==> config.mk <==
export PLATFORM = sky130hd
export DESIGN_NAME = reg_scoreboard
export DESIGN_NICKNAME = d
export VERILOG_FILES = /design/src/rtl/reg_sb_pkg.sv /design/src/rtl/wb_slot_queue.sv /design/src/rtl/reg_scoreboard.sv
export SDC_FILE = /design/constraint.sdc
export NUM_CORES = 1
export LEC_CHECK = 0
export ABC_AREA = 1
export BUFFER_PORTS_ARGS = -buffer_cell sky130_fd_sc_hd__buf_2
export CAP_MARGIN = 20
export CELL_PAD_IN_SITES_DETAIL_PLACEMENT = 1
export CELL_PAD_IN_SITES_GLOBAL_PLACEMENT = 2
export CORE_ASPECT_RATIO = 2
export CORE_MARGIN = 2
export CORE_UTILIZATION = 31
export DETAILED_ROUTE_END_ITERATION = 10
export PLACE_DENSITY_LB_ADDON = 0.1
export SYNTH_ARGS = -nofsm -noshare
export SYNTH_HDL_FRONTEND = slang
export SYNTH_SLANG_ARGS = --single-unit
==> constraint.sdc <==
create_clock -name clk -period 7.8 [get_ports clk]
set_input_delay 1.17 -clock clk [delete_from_list [all_inputs] [get_ports clk]]
set_output_delay 1.17 -clock clk [all_outputs]
set_load 0.005 [all_outputs]
==> src/rtl/reg_sb_pkg.sv <==
// Shared constants, field positions and the write-back slot record for the
// register scoreboard and its write-back slot queue.
package reg_sb_pkg;

    localparam int NREG  = 32;
    localparam int REG_W = 5;
    localparam int LAT_W = 3;

    localparam int RS_HI = 25;
    localparam int RS_LO = 21;
    localparam int RT_HI = 20;
    localparam int RT_LO = 16;

    typedef struct packed {
        logic             valid;
        logic [REG_W-1:0] rd;
    } slot_t;

    function automatic logic [REG_W-1:0] f_rs(input logic [31:0] inst);
        return inst[RS_HI:RS_LO];
    endfunction

    function automatic logic [REG_W-1:0] f_rt(input logic [31:0] inst);
        return inst[RT_HI:RT_LO];
    endfunction

endpackage

==> src/rtl/wb_slot_queue.sv <==
// Write-back schedule: slot k holds the write performed k-1 cycles from now.
// Entries shift toward slot 1 each cycle; a new entry lands at slot L after the shift.
module wb_slot_queue
    import reg_sb_pkg::*;
#(
    parameter int MAX_LAT = 7
) (
    input  logic                        clk,
    input  logic                        rst,
    input  logic                        i_flush,
    input  logic                        i_ins_valid,
    input  logic [REG_W-1:0]            i_ins_rd,
    input  logic [LAT_W-1:0]            i_ins_lat,
    output logic [MAX_LAT:1]            o_slot_valid,
    output logic [MAX_LAT:1][REG_W-1:0] o_slot_rd,
    output logic [NREG-1:0]             o_busy
);

    slot_t r_slot  [1:MAX_LAT];
    slot_t w_shift [1:MAX_LAT];
    slot_t w_next  [1:MAX_LAT];

    // Shift by one slot, then place the accepted write at its latency slot
    always_comb begin
        for (int k = 1; k < MAX_LAT; k++) begin
            w_shift[k] = r_slot[k+1];
        end
        w_shift[MAX_LAT] = '0;
        for (int k = 1; k <= MAX_LAT; k++) begin
            w_next[k] = (i_ins_valid && (i_ins_lat == LAT_W'(k))) ?
                        '{valid: 1'b1, rd: i_ins_rd} : w_shift[k];
        end
    end

    // Slot storage with asynchronous clear and flush
    always_ff @(posedge clk or negedge rst) begin
        if (!rst) begin
            for (int k = 1; k <= MAX_LAT; k++) r_slot[k] <= '0;
        end else if (i_flush) begin
            for (int k = 1; k <= MAX_LAT; k++) r_slot[k] <= '0;
        end else begin
            for (int k = 1; k <= MAX_LAT; k++) r_slot[k] <= w_next[k];
        end
    end

    // Slot 1 is written this cycle and bypassed, so it does not count as busy
    always_comb begin
        o_busy = '0;
        for (int k = 1; k <= MAX_LAT; k++) begin
            o_slot_valid[k] = r_slot[k].valid;
            o_slot_rd[k]    = r_slot[k].rd;
        end
        for (int k = 2; k <= MAX_LAT; k++) begin
            o_busy[r_slot[k].rd] = o_busy[r_slot[k].rd] | r_slot[k].valid;
        end
    end

endmodule

==> src/rtl/reg_scoreboard.sv <==
// Register scoreboard: RAW, WAW and write-port hazard detection in front of a
// fixed-latency write-back schedule, plus a saturating stall counter.
module reg_scoreboard
    import reg_sb_pkg::*;
#(
    parameter int MAX_LAT = 7,
    parameter int CNT_W   = 16
) (
    input  logic             clk,
    input  logic             rst,
    input  logic             issue_valid,
    input  logic [31:0]      issue_inst,
    input  logic             use_rt,
    input  logic             issue_wr,
    input  logic [4:0]       issue_dst,
    input  logic [2:0]       issue_lat,
    input  logic             flush,
    output logic             issue_accept,
    output logic             stall,
    output logic             rf_we,
    output logic [4:0]       rf_waddr,
    output logic [CNT_W-1:0] stall_cnt
);

    logic [REG_W-1:0]            w_rs;
    logic [REG_W-1:0]            w_rt;
    logic [LAT_W-1:0]            w_eff_lat;
    logic [MAX_LAT:1]            w_slot_valid;
    logic [MAX_LAT:1][REG_W-1:0] w_slot_rd;
    logic [NREG-1:0]             w_busy;
    logic                        w_raw;
    logic                        w_waw;
    logic                        w_port;
    logic                        w_dst_live;
    logic                        w_ins;
    logic                        w_unused_bits;
    logic [CNT_W-1:0]            r_stall_cnt;

    assign w_rs          = f_rs(issue_inst);
    assign w_rt          = f_rt(issue_inst);
    assign w_unused_bits = ^{issue_inst[31:26], issue_inst[15:0]};

    // Latency 0 behaves as 1; anything beyond the queue depth is clamped
    always_comb begin
        if (issue_lat == 3'd0) begin
            w_eff_lat = 3'd1;
        end else if (int'(issue_lat) > MAX_LAT) begin
            w_eff_lat = LAT_W'(MAX_LAT);
        end else begin
            w_eff_lat = issue_lat;
        end
    end

    // Slot L+1 writes in cycle t+L; slots beyond it write later than the new instruction
    always_comb begin
        w_waw  = 1'b0;
        w_port = 1'b0;
        for (int k = 1; k <= MAX_LAT; k++) begin
            w_port = w_port | (w_slot_valid[k] && (k == int'(w_eff_lat) + 1));
            w_waw  = w_waw  | (w_slot_valid[k] && (k > int'(w_eff_lat)) &&
                               (w_slot_rd[k] == issue_dst));
        end
    end

    assign w_raw = ((w_rs != 5'd0) && w_busy[w_rs]) ||
                   (use_rt && (w_rt != 5'd0) && w_busy[w_rt]);
    assign w_dst_live   = issue_wr && (issue_dst != 5'd0);
    assign stall        = issue_valid && (w_raw || (w_dst_live && (w_waw || w_port)));
    assign issue_accept = rst && issue_valid && !stall && !flush;
    assign w_ins        = issue_accept && w_dst_live;
    assign rf_we        = w_slot_valid[1] && !flush;
    assign rf_waddr     = w_slot_rd[1];
    assign stall_cnt    = r_stall_cnt;

    wb_slot_queue #(.MAX_LAT(MAX_LAT)) u_queue (
        .clk          (clk),
        .rst          (rst),
        .i_flush      (flush),
        .i_ins_valid  (w_ins),
        .i_ins_rd     (issue_dst),
        .i_ins_lat    (w_eff_lat),
        .o_slot_valid (w_slot_valid),
        .o_slot_rd    (w_slot_rd),
        .o_busy       (w_busy)
    );

    // Saturating count of stalled cycles
    always_ff @(posedge clk or negedge rst) begin
        if (!rst) begin
            r_stall_cnt <= '0;
        end else if (stall && (r_stall_cnt != {CNT_W{1'b1}})) begin
            r_stall_cnt <= r_stall_cnt + {{(CNT_W-1){1'b0}}, 1'b1};
        end else begin
            r_stall_cnt <= r_stall_cnt;
        end
    end

endmodule

Yosys cells after proc, flatten, opt, wreduce, memory -nomap -nowiden
Memory sizes are Yosys's and may differ from the RTL's.
Cells that the tools add are included.
Widths: inputs -> output; s select.
{"block": "classes", "n_addsub": 2, "multipliers": 0, "n_div": 0, "magnitude_cmp": 21, "eq_ne": 22, "shift": 0, "muxes": 41, "bitwise": 19, "reduce_logical": 55}
{"operator": "$bwmux 32", "n": 5}
{"operator": "$eq 4x32->1 const A", "n": 3}
{"operator": "$eq 3x32->1 const A", "n": 2}
{"operator": "$lt 5x6->1 const B", "n": 8}
{"operator": "$logic_and 1x1->1", "n": 46}
{"operator": "$mux 42", "n": 1}
{"operator": "$mux 6", "n": 7}
{"operator": "$bmux 1 s5", "n": 7}
{"operator": "$eq 5x5->1", "n": 7}
{"operator": "$and 32x32->32", "n": 1}
{"operator": "$eq 2x32->1 const A", "n": 1}
{"operator": "$demux 1 s5", "n": 6}
{"operator": "$ge 5x1->1 const B", "n": 6}
{"operator": "$or 1x1->1", "n": 18}
{"operator": "$add 16x1->16 const B", "n": 1}
{"operator": "$ne 16x16->1 const B", "n": 1}
{"operator": "$reduce_bool 5->1", "n": 3}
{"operator": "$mux 1", "n": 14}
{"operator": "$eq 3x3->1 const B", "n": 4}
{"operator": "$gt 3x3->1 const A", "n": 4}
{"operator": "$eq 3x2->1 const B", "n": 2}
{"operator": "$gt 2x3->1 const A", "n": 2}
{"operator": "$add 3x1->4 const B", "n": 1}
{"operator": "$eq 3x4->1 const A", "n": 1}
{"operator": "other kinds (6)", "n": 9}
{"block": "totals", "regBits": 58, "latch_bits": 0, "ramBits": 0, "mem_bits_ro": 32, "in_bits": 46, "output_inout_bits": 24, "wordCells": 176, "memories": 1}
{"memory": "(name not given)", "depth": 32, "word_bits": 1, "rd": 1, "rd_ports_with_merged_regs": 0, "write_ports": 0, "line_no": "wb_slot_queue.sv:54", "source": "o_busy[r_slot[k].rd] = o_busy[r_slot[k].rd] | r_slot[k].valid;"}

Depth between registers and ports, before layout
{"block": "logic_depth", "ltp_word": 38, "mapped_depth": 68, "mapped_depth_nobuf": 64}

Hierarchy
Synthesis repeated with hierarchy kept, for this count alone.
{"block": "hier_totals", "cells_unflattened": 1793, "hier_area_um2": 9475.3}
{"module": "wb_slot_queue", "instances": 1, "cells_each": 1323, "area_per_inst_um2": 6870.3, "seq_area_each_um2": 1051.0}
{"module": "reg_scoreboard", "instances": 1, "cells_each": 470, "area_per_inst_um2": 2605.0, "seq_area_each_um2": 400.4}

Least setup slack after synthesis
OpenSTA, ideal clock, no wires.
{"block": "synth_timing", "kind": "register to output", "start": "register, netlist name u_queue.o_slot_valid[2]", "end": "output issue_accept", "arrival_time_ns": 5.276, "t_required_ns": 6.630, "slack_ns": 1.354, "stages_incl_launch_ff": 56, "path_buffers": 6, "path_cell_list": "dfrtp_1 buf_2 nand3_1 inv_2 nand3_1 nand2_1 nor2_1 nand2_1 nand2_1 nor2_1 nor2_2 buf_4 nand3_1 nand3_1 nand2_1 o21ai_1 nand3_1 nor2_4 (+20 left out) nor2_1 nand2_1 nand3_1 nand2_1 inv_2 buf_2 nand2_1 nand2_1 nand3_1 nand2_1 inv_1 a21boi_1 nor2_1 nand2_1 nand2_1 nor2_2 nand2_1 nor2_4"}
{"block": "synth_via", "elab_chain_len": 31, "word_cells_on_any_way": 51, "classes_between": "mux (19); bitwise (19); reduce/logical (13)"}
{"item": "$or 1x1->1", "line_no": "wb_slot_queue.sv:54"}
{"item": "$and 32x32->32 (no line)"}
{"item": "$bmux 1 s5", "line_no": "wb_slot_queue.sv:54"}
{"item": "$mux 1 (implied by the code)", "line_no": "wb_slot_queue.sv:54"}
{"item": "$or 1x1->1", "line_no": "wb_slot_queue.sv:54"}
{"item": "$bwmux 32", "line_no": "wb_slot_queue.sv:54"}
{"item": "$bmux 1 s5", "line_no": "wb_slot_queue.sv:54"}
{"item": "$mux 1 (implied by the code)", "line_no": "wb_slot_queue.sv:54"}
{"item": "(+14 left out)"}
{"item": "$bmux 1 s5, on equally long branches", "line_no": "reg_scoreboard.sv:65, reg_scoreboard.sv:66"}
{"item": "$mux 1, on equally long branches", "line_no": "reg_scoreboard.sv:65, reg_scoreboard.sv:66"}
{"item": "$logic_and 1x1->1, on equally long branches", "line_no": "reg_scoreboard.sv:65, reg_scoreboard.sv:66"}
{"item": "$logic_or 1x1->1", "line_no": "reg_scoreboard.sv:65", "source": "assign w_raw = ((w_rs != 5'd0) && w_busy[w_rs]) ||"}
{"item": "$logic_or 1x1->1 *", "line_no": "reg_scoreboard.sv:68", "source": "assign stall = issue_valid && (w_raw || (w_dst_live && (w_waw || w_port)));"}
{"item": "$logic_and 1x1->1 *", "line_no": "reg_scoreboard.sv:68"}
{"item": "$logic_not 1->1 *", "line_no": "reg_scoreboard.sv:69", "source": "assign issue_accept = rst && issue_valid && !stall && !flush;"}
{"item": "$logic_and 1x1->1 * (2 in series)", "line_no": "reg_scoreboard.sv:69"}
{"item": "end: declaration", "line_no": "reg_scoreboard.sv:18", "source": "output logic issue_accept,"}
Every way passes the cells marked *; elsewhere a longest branch is shown, timed or not. The select of a mux whose other input is x is not followed.

Worst setup path after layout
{"block": "layout_timing", "start": "register, netlist name u_queue.o_slot_rd[5]", "end": "output issue_accept"}
{"block": "layout_via", "elab_chain_len": 34, "word_cells_on_any_way": 51, "classes_between": "order compare (2); eq/ne (1); mux (22); bitwise (13); reduce/logical (12); memory (1)"}
{"item": "$lt 5x6->1 (implied by the code) / $ge 5x1->1 (equally long branches)", "line_no": "wb_slot_queue.sv:54"}
{"item": "$logic_and 1x1->1 (implied by the code)", "line_no": "wb_slot_queue.sv:54"}
{"item": "$mux 1 (implied by the code)", "line_no": "wb_slot_queue.sv:54"}
{"item": "$demux 1 s5"}
{"item": "$and 32x32->32 (no line)"}
{"item": "$bmux 1 s5", "line_no": "wb_slot_queue.sv:54"}
{"item": "$mux 1 (implied by the code)", "line_no": "wb_slot_queue.sv:54"}
{"item": "$or 1x1->1", "line_no": "wb_slot_queue.sv:54"}
{"item": "(+17 left out)"}
{"item": "$bmux 1 s5, on equally long branches", "line_no": "reg_scoreboard.sv:65, reg_scoreboard.sv:66"}
{"item": "$mux 1, on equally long branches", "line_no": "reg_scoreboard.sv:65, reg_scoreboard.sv:66"}
{"item": "$logic_and 1x1->1, on equally long branches", "line_no": "reg_scoreboard.sv:65, reg_scoreboard.sv:66"}
{"item": "$logic_or 1x1->1", "line_no": "reg_scoreboard.sv:65"}
{"item": "$logic_or 1x1->1 *", "line_no": "reg_scoreboard.sv:68"}
{"item": "$logic_and 1x1->1 *", "line_no": "reg_scoreboard.sv:68"}
{"item": "$logic_not 1->1 *", "line_no": "reg_scoreboard.sv:69"}
{"item": "$logic_and 1x1->1 * (2 in series)", "line_no": "reg_scoreboard.sv:69"}
Marked as above.

==> metrics.txt <==
status=complete, but fails checks; failing checks=negative setup slack; nature of the critical path endpoint=output pin; clk sink count=58; post-synthesis xor/xnor area fraction=0.0170; FFs w/ async S/R, synth=1.00; max cap viols=0; clk_lat worst skew=between 0.3 and 0.4 ns; DIE HEIGHT=248 microns; Peak VDD IR=0.000108 V; largest family of logic cells by synthesized area=simple AND/OR/NAND/NOR gates; drt drc=0; complex-gate fraction of the synthesized area=0.152; CP arrival=7.15 ns; initial DRC count=about 320; WS Path Type=flop to output pin; DRT Pass-1 Iters=4; max incr delay on CP=0.43 ns; Synth warnings=0; pin count of the biggest net entering global routing=60; library cells used by synthesis=42; sequential fraction of the synthesis area=0.157; Global Route Usage Sum=0.308; PortBufs=47; final setup margin=-0.524 ns; Synth area leader=nand3_1; ys flop type=dfrtp_1; final wirelength=between 40,000 and 50,000 microns; post-synthesis adder-cell area fraction=0.00270; mux contribution to synthesized area=0; row cnt=89; fill count=about 4,200; final setup TNS=-1.00 ns; Clock Root Buffer=clkbuf_16; CTS Buf Count=9; CP Max Fanout=20; top post-synthesis cells by area=nand3_1 (19%), nand2_1 (17%), dfrtp_1 (16%), nor2_1 (14%), o21ai_0 (8.1%); post-layout min period=8.32 ns; slew margin rel.=0.339; Placement Setup Slack=-0.535 ns; DIE AREA=31,300 sq um; first-pass GRT wire length=74,900 microns; Fmax=120 MHz; flop and latch count out of synthesis=58; Cell Area, Synth=approximately 9300 sq um; synth-to-layout area growth=33.3%; Hold WS=0.511 ns; CP Launch Type=flop; area fraction of the dominant cell type after synthesis=0.192; critical path launch point=u_queue.o_slot_rd[5]; share of layout cells above drive strength 1=0.202; post-synthesis simple-gate area fraction=0.556; Max Root-Sink Buffers=2; most common cell after layout, fill and taps aside=nand2_1; routed vias=13,000; H-Tree Level Count=3; RSZ-0062 raised after global routing=yes; Crit path top cell by count=nand2_1; Avg Inst Size Synth=5.20 sq um; reg2reg start=u_queue.o_slot_rd[5]; final period utilization=1.07; Max Clock Skew=around 0.013 ns; total global routing overflow=0; CP max-delay cell=dfrtp_1; critical path data required time=about 6.6 ns; Post-synth EDFFs=0; LEAKAGE=approximately 5.7 nW; hpwl dp=41,400 microns; initial antenna violation count=0; Mapped Nets=1,830; final setup violation count=2; fin nets=2,085; worst min-delay path class=flop to flop; leading cell types in the layout, fill and taps excluded=nand2_1 (412), nand3_1 (347), nor2_1 (329), buf_4 (263), inv_1 (143); clock slew at reported path FFs=0.06 ns; Antenna Nets Post-Route=0; Worst-Margin Slew=0.987 ns; Post-CTS Hold Buffers=0; chip width=126 microns; Ant. Diodes=0; Post-Synthesis Cells=~1,800; vias in the first global route=between 10,000 and 15,000; io pins=70; GPL Wtd Cong=0.979; Slew Limit Fails=0; Vias/cell=between 5 and 6; post-DR wirelength/cell=20.4 microns; hold path startpoint=stall_cnt[15]; CTS tree=yes; core area=29,400 sq um; initial core utilization=0.315; Hold Vio Cnt, Final=0; Power Density=approximately 85 nW/um^2
==> final timing paths <==
check	endpoint	slack (ns)	depth (start not counted)
min	stall_cnt[15]	0.51	2
max	issue_accept	-0.52	61
max reg2reg	u_queue.o_slot_rd[6]	0.29	66
min in group asynchronous	u_queue.o_slot_rd[34]	1.03	2
min reg2reg	stall_cnt[15]	0.51	2
max in group asynchronous	u_queue.o_slot_rd[9]	6.18	2
==> cell usage after synthesis, drive strengths merged (4+ instances only) <==
cell / instances
nand2: 418
nand3: 356
nor2: 349
o21ai: 180
inv: 161
dfrtp: 58
buf: 48
nand4: 41
clkbuf: 39
o22ai: 28
a21oi: 15
nor3: 14
xor2: 12
clkinv: 9
o21bai: 9
o211ai: 7
or2: 6
xnor2: 6
nand3b: 5
a221oi: 4
==> logic make-up after synthesis <==
family | count (synthesis)
and+or+nand+nor | 1192
buffers and inverters | 257
AOI/OAI and AO/OA | 255
DFF | 58
xor gates and xnor gates | 18
adders and majority gates | 2
==> what timing repair did <==
item / 4_1_cts / 5_1_grt
cloned: 0 / 2
setup buffers: 2 / 2
pin swaps: 4 / 2
resized for setup: 35 / 20
endpoints found under the setup margin: 11 / 60
==> layout make-up <==
class | count | area, sq um | share of cell area
Clock buffer | 11 | 233 | 0.0189
Sequential cell | 58 | 1450 | 0.118
Tap cell | 364 | 455 | 0.0369
Multi-Input combinational cell | 1467 | 6870 | 0.557
Inverter | 170 | 643 | 0.0521
Clock inverter | 5 | 103 | 0.00831
Timing Repair Buffer | 331 | 2580 | 0.209
==> metrics by stage <==
stage | cell area, sq um | power, mW | std cells | util
2_1_floorplan | 9260 | 0.467 | 1782 | -
5_1_grt | 12300 | 1.09 | 2406 | 0.420
4_1_cts | 12200 | 1.05 | 2402 | 0.415
6_report | 12300 | 1.05 | 2406 | 0.420
3_5_place_dp | 11700 | 0.582 | 2384 | 0.399
3_3_place_gp | 11700 | 0.577 | 2384 | 0.399
==> power breakdown <==
| group | total (mW) | switching, mW | internal (mW) | leakage [nW] |
|---|---|---|---|---|
| registers | 0.350 | 0.0283 | 0.322 | 0.796 |
| clock network | 0.464 | 0.152 | 0.312 | 0.160 |
| logic | 0.232 | 0.155 | 0.0768 | 4.78 |
| total | 1.05 | 0.336 | 0.711 | 5.74 |
==> metal layers <==
metal	vias to the layer above	GRT usage	part of all wire
met5	-	0	0
met4	0	0.275	0.11
met3	184	0.0303	0.021
met2	269	0.643	0.57
met1	6118	0.238	0.30
li1	6408	-	-
==> worst max-delay path, delay by kind of cell (launching register included) <==
family / cells / cell delay [ns]
buffers and inverters: 14 / 1.77
AO/OA/AOI/OAI: 3 / 0.36
AND/OR/NAND/NOR: 44 / 4.23
flip-flops: 1 / 0.43
==> registers in the layout, summed over array words and instances, names as in the netlist <==
register,count
u_queue.o_slot_valid,7
stall_cnt,16
u_queue.o_slot_rd,35
Power figures use the tool's default switching activity.
